**src/rtl/mem_ctrl_pkg.sv**
```systemverilog
// Shared types and constants for the ARMv8 load/store access controller.
package mem_ctrl_pkg;

  typedef enum logic [1:0] {
    SZ_B = 2'b00,
    SZ_H = 2'b01,
    SZ_W = 2'b10,
    SZ_D = 2'b11
  } accSize_e;

  typedef enum logic [2:0] {
    IDLE,
    READ,
    WRITE,
    RESP,
    FAULT
  } ctrlState_e;

  localparam int DEFAULT_MEM_SIZE = 100;

  function automatic logic [63:0] sizeMask(accSize_e size);
    case (size)
      SZ_B:    return 64'h0000_0000_0000_00FF;
      SZ_H:    return 64'h0000_0000_0000_FFFF;
      SZ_W:    return 64'h0000_0000_FFFF_FFFF;
      default: return 64'hFFFF_FFFF_FFFF_FFFF;
    endcase
  endfunction

  // A natural-alignment violation for the access size at byte lane `lane`.
  function automatic logic isMisaligned(accSize_e size, logic [2:0] lane);
    case (size)
      SZ_H:    return lane[0];
      SZ_W:    return |lane[1:0];
      SZ_D:    return |lane;
      default: return 1'b0;
    endcase
  endfunction

endpackage

```
**src/rtl/mem_lane_align.sv**
```systemverilog
// Byte-lane steering between a 64-bit memory line and a sized access:
// load extract/extend and store byte-merge.
module mem_lane_align
  import mem_ctrl_pkg::*;
(
  input  logic [63:0] line,
  input  logic [2:0]  lane,
  input  accSize_e    size,
  input  logic        isSigned,
  input  logic [63:0] wdata,
  output logic [63:0] loadData,
  output logic [63:0] storeLine
);

  logic [5:0]  shamt;
  logic [63:0] shifted;
  logic [63:0] mask;

  assign shamt   = {lane, 3'b000};
  assign shifted = line >> shamt;
  assign mask    = sizeMask(size);

  // NOTE: loadData gets its zero-extended default before the case, so every
  // path assigns it and no latch is inferred.
  always_comb begin
    loadData = shifted & mask;
    if (isSigned) begin
      case (size)
        SZ_B:    loadData = {{56{shifted[7]}}, shifted[7:0]};
        SZ_H:    loadData = {{48{shifted[15]}}, shifted[15:0]};
        SZ_W:    loadData = {{32{shifted[31]}}, shifted[31:0]};
        default: loadData = shifted;
      endcase
    end
  end

  // A dword store has an all-ones mask at lane 0, so this yields wdata as-is.
  assign storeLine = (line & ~(mask << shamt)) | ((wdata & mask) << shamt);

endmodule

```
**src/rtl/mem_access_ctrl.sv**
```systemverilog
// Load/store access controller between the ARMv8 memory stage and a 64-bit
// line memory. Define MEM_ACCESS_BOUNDS_CHECK_EN to fault out-of-range lines.
module mem_access_ctrl
  import mem_ctrl_pkg::*;
#(
  parameter int MEM_SIZE = DEFAULT_MEM_SIZE,
  parameter int ADDR_W   = 64
) (
  input  logic              i_clk,
  input  logic              i_rst,
  input  logic              i_req,
  input  logic              i_we,
  input  logic [1:0]        i_size,
  input  logic              i_signed,
  input  logic [ADDR_W-1:0] i_addr,
  input  logic [63:0]       i_wdata,
  output logic              o_ready,
  output logic              o_done,
  output logic              o_fault,
  output logic [63:0]       o_rdata,
  output logic [63:0]       o_memAdd,
  output logic [63:0]       o_memDataWr,
  output logic              o_memRd,
  output logic              o_memWr,
  input  logic [63:0]       i_memDataRd
);

  ctrlState_e        state, stateNext;
  logic [ADDR_W-1:0] addrQ;
  accSize_e          sizeQ;
  logic              weQ;
  logic              signedQ;
  logic [63:0]       wdataQ;
  logic [63:0]       lineQ;
  logic [63:0]       rdataQ;

  accSize_e          sizeIn;
  logic              outOfBounds;
  logic              accFault;
  logic [ADDR_W-1:0] addrBase;
  logic [63:0]       lineSel;
  logic [63:0]       loadData;
  logic [63:0]       storeLine;

  assign sizeIn = accSize_e'(i_size);

`ifdef MEM_ACCESS_BOUNDS_CHECK_EN
  // One extra bit keeps base+7 from wrapping near the top of the address space.
  logic [ADDR_W:0] lastByte;
  assign lastByte    = {1'b0, i_addr & ~ADDR_W'(7)} + (ADDR_W+1)'(7);
  assign outOfBounds = lastByte >= (ADDR_W+1)'(MEM_SIZE);
`else
  assign outOfBounds = 1'b0;
`endif

  assign accFault = isMisaligned(sizeIn, i_addr[2:0]) | outOfBounds;
  assign addrBase = addrQ & ~ADDR_W'(7);

  // READ extracts straight from the memory response; WRITE merges the captured line.
  assign lineSel = (state == READ) ? i_memDataRd : lineQ;

  mem_lane_align u_laneAlign (
    .line      (lineSel),
    .lane      (addrQ[2:0]),
    .size      (sizeQ),
    .isSigned  (signedQ),
    .wdata     (wdataQ),
    .loadData  (loadData),
    .storeLine (storeLine)
  );

  always_comb begin
    stateNext = state;
    case (state)
      IDLE: begin
        if (i_req) begin
          if (accFault)                      stateNext = FAULT;
          else if (!i_we || sizeIn != SZ_D)  stateNext = READ;
          else                               stateNext = WRITE;
        end
      end
      READ:        stateNext = weQ ? WRITE : RESP;
      WRITE:       stateNext = RESP;
      RESP, FAULT: stateNext = IDLE;
      default:     stateNext = IDLE;
    endcase
  end

  // NOTE: all sequential state uses non-blocking assignments so each register
  // samples pre-edge values regardless of statement order.
  always_ff @(posedge i_clk or posedge i_rst) begin
    if (i_rst) begin
      state   <= IDLE;
      addrQ   <= '0;
      sizeQ   <= SZ_B;
      weQ     <= 1'b0;
      signedQ <= 1'b0;
      wdataQ  <= '0;
      lineQ   <= '0;
      rdataQ  <= '0;
    end else begin
      state <= stateNext;
      if (state == IDLE && i_req) begin
        addrQ   <= i_addr;
        sizeQ   <= sizeIn;
        weQ     <= i_we;
        signedQ <= i_signed;
        wdataQ  <= i_wdata;
      end
      if (state == READ) begin
        lineQ <= i_memDataRd;
        if (!weQ) rdataQ <= loadData;
      end
    end
  end

  assign o_ready     = (state == IDLE);
  assign o_done      = (state == RESP) || (state == FAULT);
  assign o_fault     = (state == FAULT);
  assign o_rdata     = rdataQ;
  assign o_memRd     = (state == READ);
  assign o_memWr     = (state == WRITE);
  assign o_memAdd    = (o_memRd || o_memWr) ? 64'(addrBase) : 64'd0;
  assign o_memDataWr = o_memWr ? storeLine : 64'd0;

endmodule
```
**config.mk**
```make
export PLATFORM = sky130hd
export DESIGN_NAME = mem_access_ctrl
export DESIGN_NICKNAME = d
export VERILOG_FILES = /design/src/rtl/mem_ctrl_pkg.sv /design/src/rtl/mem_lane_align.sv /design/src/rtl/mem_access_ctrl.sv
export SDC_FILE = /design/constraint.sdc
export NUM_CORES = 1
export LEC_CHECK = 0
export ABC_AREA = 1
export CELL_PAD_IN_SITES_DETAIL_PLACEMENT = 2
export CELL_PAD_IN_SITES_GLOBAL_PLACEMENT = 2
export CORE_UTILIZATION = 29
export CTS_BUF_LIST = sky130_fd_sc_hd__clkbuf_4 sky130_fd_sc_hd__clkbuf_8 sky130_fd_sc_hd__clkbuf_16
export DETAILED_ROUTE_END_ITERATION = 16
export PLACE_DENSITY = 0.95
export SYNTH_ARGS = -nofsm -noshare
export SYNTH_HDL_FRONTEND = slang
export SYNTH_HIERARCHICAL = 1
export SYNTH_SLANG_ARGS = --single-unit
```
**constraint.sdc**
```tcl
create_clock -name i_clk -period 21.1 [get_ports i_clk]
set_input_delay 2.11 -clock i_clk [delete_from_list [all_inputs] [get_ports i_clk]]
set_output_delay 2.11 -clock i_clk [all_outputs]
set_load 0.01 [all_outputs]
```
# Yosys cells after proc, flatten, opt, wreduce, memory -nomap -nowiden
# Index checks and enable logic that the tools add are counted.
[op_classes]
muxes = 12
reduce_logical = 10
n_shift = 3
n_eq_ne = 11
bitwise_logic = 6
[op_table]
columns = ["op", "n"]
rows = [
  ["64-bit case mux with 3 select lines", 2],
  ["64-bit 2-to-1 mux", 4],
  ["64-bit bitwise AND", 3],
  ["64-bit by 6-bit left shift with 64-bit output", 2],
  ["64-bit NOT", 1],
  ["64-bit OR", 1],
  ["64-bit by 6-bit >> shifter with 64-bit output", 1],
  ["3-bit case mux with 3 select lines", 1],
  ["2-bit equality test, second input constant", 3],
  ["3-bit by 2-bit equality test with 1-bit output, second input constant", 2],
  ["3-bit 2-to-1 mux", 2],
  ["2-bit by 1-bit equality test with 1-bit output, second input constant", 2],
  ["2-bit != test, second input constant", 2],
  ["3-bit by 1-bit equality test with 1-bit output, second input constant", 1],
  ["3-bit equality test, second input constant", 1],
  ["3-bit logical NOT", 1],
  ["1-bit logical OR", 3],
  ["1-bit case mux with 3 select lines", 1],
  ["3-bit OR reduction", 1],
  ["2-bit logical NOT", 1],
  ["2-bit 2-to-1 mux", 1],
  ["2-bit AND reduction", 1],
  ["2-bit OR reduction", 1],
  ["1-bit logical AND", 1],
  ["3 further kinds", 3],
]
[totals]
regBits = 263
out_inout_bits = 197
wordCells = 50

# Logic depth before layout (Yosys ltp)
# Gate-level depths: netlist of the first run.
[logic_depth]
word_depth = 7
ltp_mapped = 17
ltp_nobuf = 15

# Modules after synthesis
# The synthesis of the first run kept the hierarchy.
[modules_own_cells]
columns = ["mod", "cells_each", "instances", "area_each_um2", "seq_area_each_um2"]
rows = [
  ["mem_access_ctrl", 1342, 1, 10939.2, 6581.3],
  ["mem_lane_align", 1040, 1, 4923.5, 0.0],
]

# Least setup slack after synthesis of the first run
# Ideal clock, no wire load.
[synth_timing]
path_kind = "input -> output"
startpoint = "in i_memDataRd[9]"
endpoint = "out o_memDataWr[9]"
path_stages = 6
arrival_ps = 2644
path_slack_ps = 16346
cell_sequence = "nand2_1 -> nand2_1 -> inv_1 -> o21ai_0 -> inv_1 -> nor2_1"
[synth_via]
elab_chain_len = 4
[synth_rtl]
columns = ["element", "line_no", "text"]
rows = [
  ["start, declared", "mem_access_ctrl.sv:25", "input logic [63:0] i_memDataRd"],
  ["64-bit 2-to-1 mux", "--", ""],
  ["via lineSel[9]", "mem_access_ctrl.sv:41", "logic [63:0] lineSel;"],
  ["64-bit bitwise AND", "mem_lane_align.sv:38", "assign storeLine = (line & ~(mask << shamt)) | ((wdata & mask) << shamt);"],
  ["64-bit OR", "mem_lane_align.sv:38", ""],
  ["via storeLine[9]", "mem_access_ctrl.sv:43", "logic [63:0] storeLine;"],
  ["64-bit 2-to-1 mux", "mem_access_ctrl.sv:124", "assign o_memDataWr = o_memWr ? storeLine : 64'd0;"],
  ["end, declared", "mem_access_ctrl.sv:22", "output logic [63:0] o_memDataWr,"],
]
# The timed path passes the listed nets, and every way through them passes these cells.

# Worst setup path in the final report of the first run
[layout_timing]
startpoint = "reg addrQ[1]"
endpoint = "out o_memDataWr[4]"
[layout_via]
elab_chain_len = 5
elab_cells_between_ends = 6
classes_between = "shift (2); mux (1); bitwise (3)"
[layout_rtl]
columns = ["element", "line_no", "text"]
rows = [
  ["start, declared", "mem_access_ctrl.sv:29", "logic [ADDR_W-1:0] addrQ;"],
  ["start signal, assigned", "mem_access_ctrl.sv:104", "addrQ <= i_addr;"],
  ["64-bit by 6-bit left shift with 64-bit output", "mem_lane_align.sv:38", ""],
  ["64-bit NOT", "mem_lane_align.sv:38", ""],
  ["64-bit bitwise AND", "mem_lane_align.sv:38", ""],
  ["64-bit OR *", "mem_lane_align.sv:38", ""],
  ["via storeLine[4]", "mem_access_ctrl.sv:43", ""],
  ["64-bit 2-to-1 mux *", "mem_access_ctrl.sv:124", ""],
]
# Mark *: on every way through the listed nets, which the timed path passes. The rest lies on a longest branch.

==> results of run 1 <==
## path summary, 6_finish.rpt
check	to	slack (ns)
max	o_memDataWr[4]	14.19
min	o_rdata[57]	0.48
max reg2reg	o_rdata[10]	16.63
min reg2reg	o_rdata[57]	0.48
max in group asynchronous	addrQ[0]	17.72
min in group asynchronous	wdataQ[35]	1.98
## per-layer routing
layer | GRT usage [%] | vias up | routed length [um]
met4 | 8.279 | 6 | 2391
met1 | 36.46 | 8967 | 34510
li1 | - | 8029 | -
met3 | 4.201 | 131 | 4177
met2 | 52.62 | 518 | 42180
met5 | 0 | - | 40
## registers in the layout (all words and copies together), names as in the netlist
register / cells
wdataQ: 64
signedQ: 1
sizeQ: 2
state: 3
weQ: 1
addrQ: 64
o_rdata: 64
lineQ: 64
## where the power goes
group          switching (W)  total, W  leakage [nW]  internal, W
clock               0.000239  0.000569         0.521     0.000330
combinational        0.00163   0.00236          6.42     0.000730
sequential          0.000169  0.000906          3.30     0.000737
## final cells by class
type | count | area (sq um)
inverter | 208 | 795.8
fill | 6374 | 33050
clock buffer | 45 | 930.9
timing repair buffer | 409 | 4064
antenna | 3 | 7.507
multi-input combinational | 1747 | 7491
tap | 696 | 870.8
clock inverter | 10 | 122.6
sequential | 263 | 6586
## cells by family after synthesis
logic type / Yosys count / share of synthesized area [%]
compound gates: 268 / 9.268
buf+inv: 374 / 11.46
flops: 263 / 41.49
other cells: 1 / 0.02364
simple gates: 1476 / 37.76
## per-stage QoR
stage	util (%)	hold WS (ns)
final	38.70	0.4760
after global placement	36.74	0.4552
after floorplan	-	0.4446
after detailed placement	36.74	0.4617
after CTS	38.69	0.4774
after global routing	38.70	0.4977
## placed cells by master, fill, tap and decap left out, types with 2 or more instances in the layout
cell / synthesis / routed
buf_4: 21 / 16
o211ai_1: 38 / 38
clkinv_2: 0 / 6
o22ai_1: 2 / 2
diode_2: 0 / 3
bufinv_16: 0 / 2
nor2_1: 169 / 169
clkbuf_16: 0 / 31
clkbuf_8: 0 / 8
a22oi_1: 5 / 5
clkbuf_4: 0 / 6
conb_1: 1 / 3
a21oi_1: 36 / 36
inv_1: 198 / 196
clkdlybuf4s50_1: 0 / 392
a31oi_1: 6 / 6
clkinvlp_4: 0 / 3
nand2_1: 1020 / 1018
inv_2: 10 / 8
nand2_2: 4 / 6
nand3_1: 231 / 230
dfrtp_1: 263 / 261
o21ai_1: 67 / 67
o21ai_0: 111 / 111
nor2_4: 0 / 2
nand4_1: 33 / 33
or2_2: 6 / 6
nor2_2: 6 / 4
or2_1: 2 / 2
nand3_2: 2 / 3
o2111ai_1: 3 / 3
## tightest hold or removal path: stages, from the launching register on
cell and delay [ns]:
dfrtp_1 0.35, nand2_1 0.06, nand2_1 0.04
==> results.py, run 1 <==
metrics = {
    "global_route": {
        "antenna_found_initial": 6,
        "grt_pass1_vias": 19258,
        "grt_start_max_net_pins": 166,
        "gr-total-overflow": 0,
        "gr-usage-all-layers_pct": 29.39,
        "grt_pass1_wl_um": 124400,
    },
    "clocking": {
        "clkTransAtPathRegs_ns": 0.06,
        "cts_resized": 0,
        "cts_hold_buffers": 0,
        "cts_buffer_depth": 3,
        "clock_sinks": 263,
        "cts_tree": "done",
        "numCtsBuffers": 31,
        "h-tree-depth": 1,
        "cts_setup_buffers": 0,
        "cts_root_buf": "clkbuf_16",
        "insertion_delay_ns": 0.61,
    },
    "placement": {
        "dp_hpwl_um": 60810,
        "gp_congestion": 0.9294,
        "post-place-ws_ns": 14.83,
        "port-buffer-count": 392,
        "post_dp_cell_area_sq_mm": 0.01981,
        "dp_cells": 3323,
    },
    "logic_synthesis": {
        "syn_area_per_cell_sq_um": 6.659,
        "synth_edf_count": 0,
        "synth_ff_type": "dfrtp_1",
        "synthTopCellsByArea": "dfrtp_1 41%, nand2_1 24%, nand3_1 7.3%",
        "syn-cell-area_sq_mm": 0.01586,
        "synth_top_cell_area_share_pct": 41.49,
        "synth-seq-cells": 263,
        "yosys.area.top_type": "dfrtp_1",
        "ys_seq_area_share_pct": 41.49,
        "synthCells": 2382,
        "synthArstFlopShare_pct": 100.0,
        "synth_common_cells": "1020 x nand2_1, 263 x dfrtp_1, 231 x nand3_1",
        "synth_cell_types": 29,
        "synth_warnings": 6,
        "yosysMostFrequentCell": "nand2_1",
    },
    "die": {
        "io_pins": 396,
        "chipWidth_um": 235.9,
        "dieArea_sq_mm": 0.05564,
        "core_sq_mm": 0.05392,
        "chipHeight_um": 235.9,
        "initial_core_util_pct": 29.42,
        "rows": 85,
    },
    "finish": {
        "final_area_sq_mm": 0.02087,
        "fin_nets": 2859,
        "drive_gt1_share_pct": 4.027,
        "layoutNonFillerInstCount": 3381,
        "syn_to_final_growth_pct": 31.56,
    },
    "setup_path": {
        "worstPathMaxFanout": 73,
        "critical_path_required_ns": 18.99,
        "crit_start": "addrQ[1]",
        "worst-path-stages": 10,
        "max_stage_delay_ns": 0.81,
        "end_kind": "output pin",
        "arrival_ns": 4.80,
        "path_delay_family": "buffers and inverters",
        "startpoint_type": "flip-flop",
        "worstRegToRegCells": 11,
        "path_class": "reg -> out",
        "cp.buffers_inverters": 5,
        "cp_slowest_cell": "nor2_1",
        "cp_cell_sequence": "buf_4 > inv_2 > buf_4 > nand2_2 > nor2_1 > nor2_1 > a21oi_1 > inv_1 > nor2_1 > clkdlybuf4s50_1",
        "path_common_cell": "nor2_1",
        "reg2reg_from": "addrQ[1]",
    },
    "flow_run": {
        "max_cap_violations": 0,
    },
    "worst_hold_path": {
        "min-delay-start": "o_rdata[57]",
        "hold_class": "reg -> reg",
        "holdPathStages": 2,
    },
    "detailed_routing": {
        "vias": 17651,
        "drc": 0,
        "viasPerCell": 5.221,
        "ant_nets": 0,
        "drt-initial-drc-count": 1192,
        "firstDrtPassIters": 5,
        "drt-total-wl_um": 83300,
        "wire_per_inst_um": 24.64,
    },
    "sta": {
        "fin_crit_sh_pct": 32.76,
        "hold_viol": 0,
        "worst_pin_slew_ns": 1.299,
        "fmax_mhz": 144.7,
        "worst_slack_ns": 14.19,
        "slew_violations": 0,
        "period_minus_slack_ns": 6.913,
        "max-slew-margin-rel_pct": 13.13,
        "setup_viol": 0,
        "final.setup.tns_ns": 0,
        "fin_worst_skew_ns": 0.02728,
        "rsz0062_at_grt": "no",
    },
    "pwr": {
        "ir_drop_uv": 77.13,
        "finalPower_w": 0.003836,
        "power_density_mw_per_mm2": 183.8,
        "p_leak_nw": 10.25,
    },
    "status": {
        "status": "complete, no violations",
    },
}
(Power assumes the default switching activity.)
==> run 2: changes to the inputs <==
CORE_UTILIZATION = 27   (was 29)
PLACE_DENSITY = 0.94   (was 0.95)
clock period = 7.1 ns   (was 21.1 ns; I/O delays follow)
==> run 2 against run 1 <==
Against the previous run: total power rose to 3.0 times the previous value; count of clock-buffer cells in the layout rose by 1; die area rose by 7.3%; non-clock buffer count rose by 6; largest power group unchanged.
==> results.py, run 2 (synthesis gave the netlist of run 1 again) <==
metrics = {
    "status": {
        "status": "complete, no violations",
    },
    "detailed_routing": {
        "ant_nets": 0,
        "drt-total-wl_um": 83740,
        "drc": 0,
        "wire_per_inst_um": 24.20,
        "viasPerCell": 5.107,
        "drt-initial-drc-count": 978,
        "firstDrtPassIters": 4,
        "vias": 17674,
    },
    "sta": {
        "period_minus_slack_ns": 4.889,
        "worst_slack_ns": 2.211,
        "fin_crit_sh_pct": 68.86,
        "rsz0062_at_grt": "no",
        "slew_violations": 0,
        "setup_viol": 0,
        "worst_pin_slew_ns": 1.232,
        "final.setup.tns_ns": 0,
        "hold_viol": 0,
        "max-slew-margin-rel_pct": 17.87,
        "fin_worst_skew_ns": 0.01671,
        "fmax_mhz": 204.5,
    },
    "pwr": {
        "finalPower_w": 0.01151,
        "p_leak_nw": 10.31,
        "ir_drop_uv": 206.2,
        "power_density_mw_per_mm2": 546.5,
    },
    "placement": {
        "dp_hpwl_um": 61190,
        "gp_congestion": 0.9286,
        "post_dp_cell_area_sq_mm": 0.01992,
        "post-place-ws_ns": 2.772,
        "port-buffer-count": 392,
    },
    "finish": {
        "mostFrequentLayoutCell": "nand2_1",
        "syn_to_final_growth_pct": 32.73,
        "final_cell_mix": "1018 x nand2_1, 392 x clkdlybuf4s50_1, 261 x dfrtp_1",
        "multi_input_area_sq_mm": 0.007491,
        "fillers": 6859,
        "fin_nets": 2868,
        "final-seq-area_sq_mm": 0.006586,
        "final_area_sq_mm": 0.02106,
        "drive_gt1_share_pct": 4.383,
    },
    "global_route": {
        "gr-total-overflow": 0,
        "grt_pass1_vias": 19761,
        "grt_start_max_net_pins": 109,
        "grt_pass1_wl_um": 125100,
        "gr-usage-all-layers_pct": 27.67,
        "antenna_found_initial": 7,
    },
    "clocking": {
        "h-tree-depth": 2,
        "cts_tree": "done",
        "numCtsBuffers": 34,
        "cts_resized": 0,
        "cts_setup_buffers": 0,
        "cts_buffer_depth": 3,
        "clkTransAtPathRegs_ns": 0.06,
        "cts_hold_buffers": 0,
        "insertion_delay_ns": 0.55,
        "cts_root_buf": "clkbuf_16",
        "clock_sinks": 263,
    },
    "setup_path": {
        "cp_cell_sequence": "inv_2 > nand2_2 > nor2_1 > nand2_1 > o21ai_0 > inv_1 > nor2_1 > clkdlybuf4s50_1",
        "startpoint_type": "flip-flop",
        "max_stage_delay_ns": 0.79,
        "end_kind": "output pin",
        "arrival_ns": 4.18,
        "regToRegSetupSlack_ns": 2.74,
        "path_common_cell": "nor2_1",
        "critical_path_required_ns": 6.39,
        "cp_slowest_cell": "nor2_1",
        "worstPathMaxFanout": 46,
        "path_class": "reg -> out",
        "path_delay_family": "simple AND/OR/NAND/NOR gates",
        "cp.buffers_inverters": 3,
    },
    "die": {
        "chipWidth_um": 244.4,
        "chipHeight_um": 244.4,
        "io_pins": 396,
        "initial_core_util_pct": 27.39,
        "core_sq_mm": 0.05792,
        "rows": 88,
        "dieArea_sq_mm": 0.05972,
    },
    "worst_hold_path": {
        "hold_class": "reg -> reg",
    },
    "flow_run": {
        "max_cap_violations": 0,
    },
}
==> run 2: layout make-up <==
type                    count  area share, %
multi-input cells        1747          35.58
diodes                      4        0.04754
repair buffers            415          19.46
clock buffers              46          4.677
clock inverters            13         0.6596
well taps                 765          4.546
inverters                 208          3.756
flip-flops and latches    263          31.28
==> run 2: worst paths after layout <==
path / start / depth (start not counted) / to
max: addrQ[0] / 8 / o_memDataWr[5]
min: o_rdata[15] / 2 / o_rdata[15]
max reg2reg: state[2] / 15 / o_rdata[56]
min reg2reg: o_rdata[15] / 2 / o_rdata[15]
max in group asynchronous: i_rst / 4 / o_rdata[59]
min in group asynchronous: i_rst / 2 / wdataQ[31]
==> run 2: stage by stage <==
stage | hold slack, ns | utilization, % | cells
6_report | 0.4755 | 36.36 | 3461
5_1_grt | 0.4954 | 36.36 | 3461
2_1_floorplan | 0.4446 | - | 2384
4_1_cts | 0.4780 | 36.34 | 3457
3_5_place_dp | 0.4691 | 34.40 | 3398
3_3_place_gp | 0.4573 | 34.40 | 3398
==> run 2: power breakdown <==
group          switching [W]  internal, W  total (W)
registers           0.000475      0.00219    0.00267
clock network       0.000728      0.00105    0.00178
logic                0.00488      0.00218    0.00706
==> run 2: tightest hold or removal path: stages (launching register included) <==
cell	delay (ns)
dfrtp_1	0.34
nand2_1	0.05
nand2_1	0.04
==> run 2: metal layers <==
layer / part of all wire (%) / track usage, % / vias up
met1: 41 / 33.22 / 8956
met3: 5.2 / 4.796 / 162
met4: 3.8 / 10.59 / 6
li1: - / - / 8031
met5: 0.045 / 0 / -
met2: 50 / 48.94 / 519
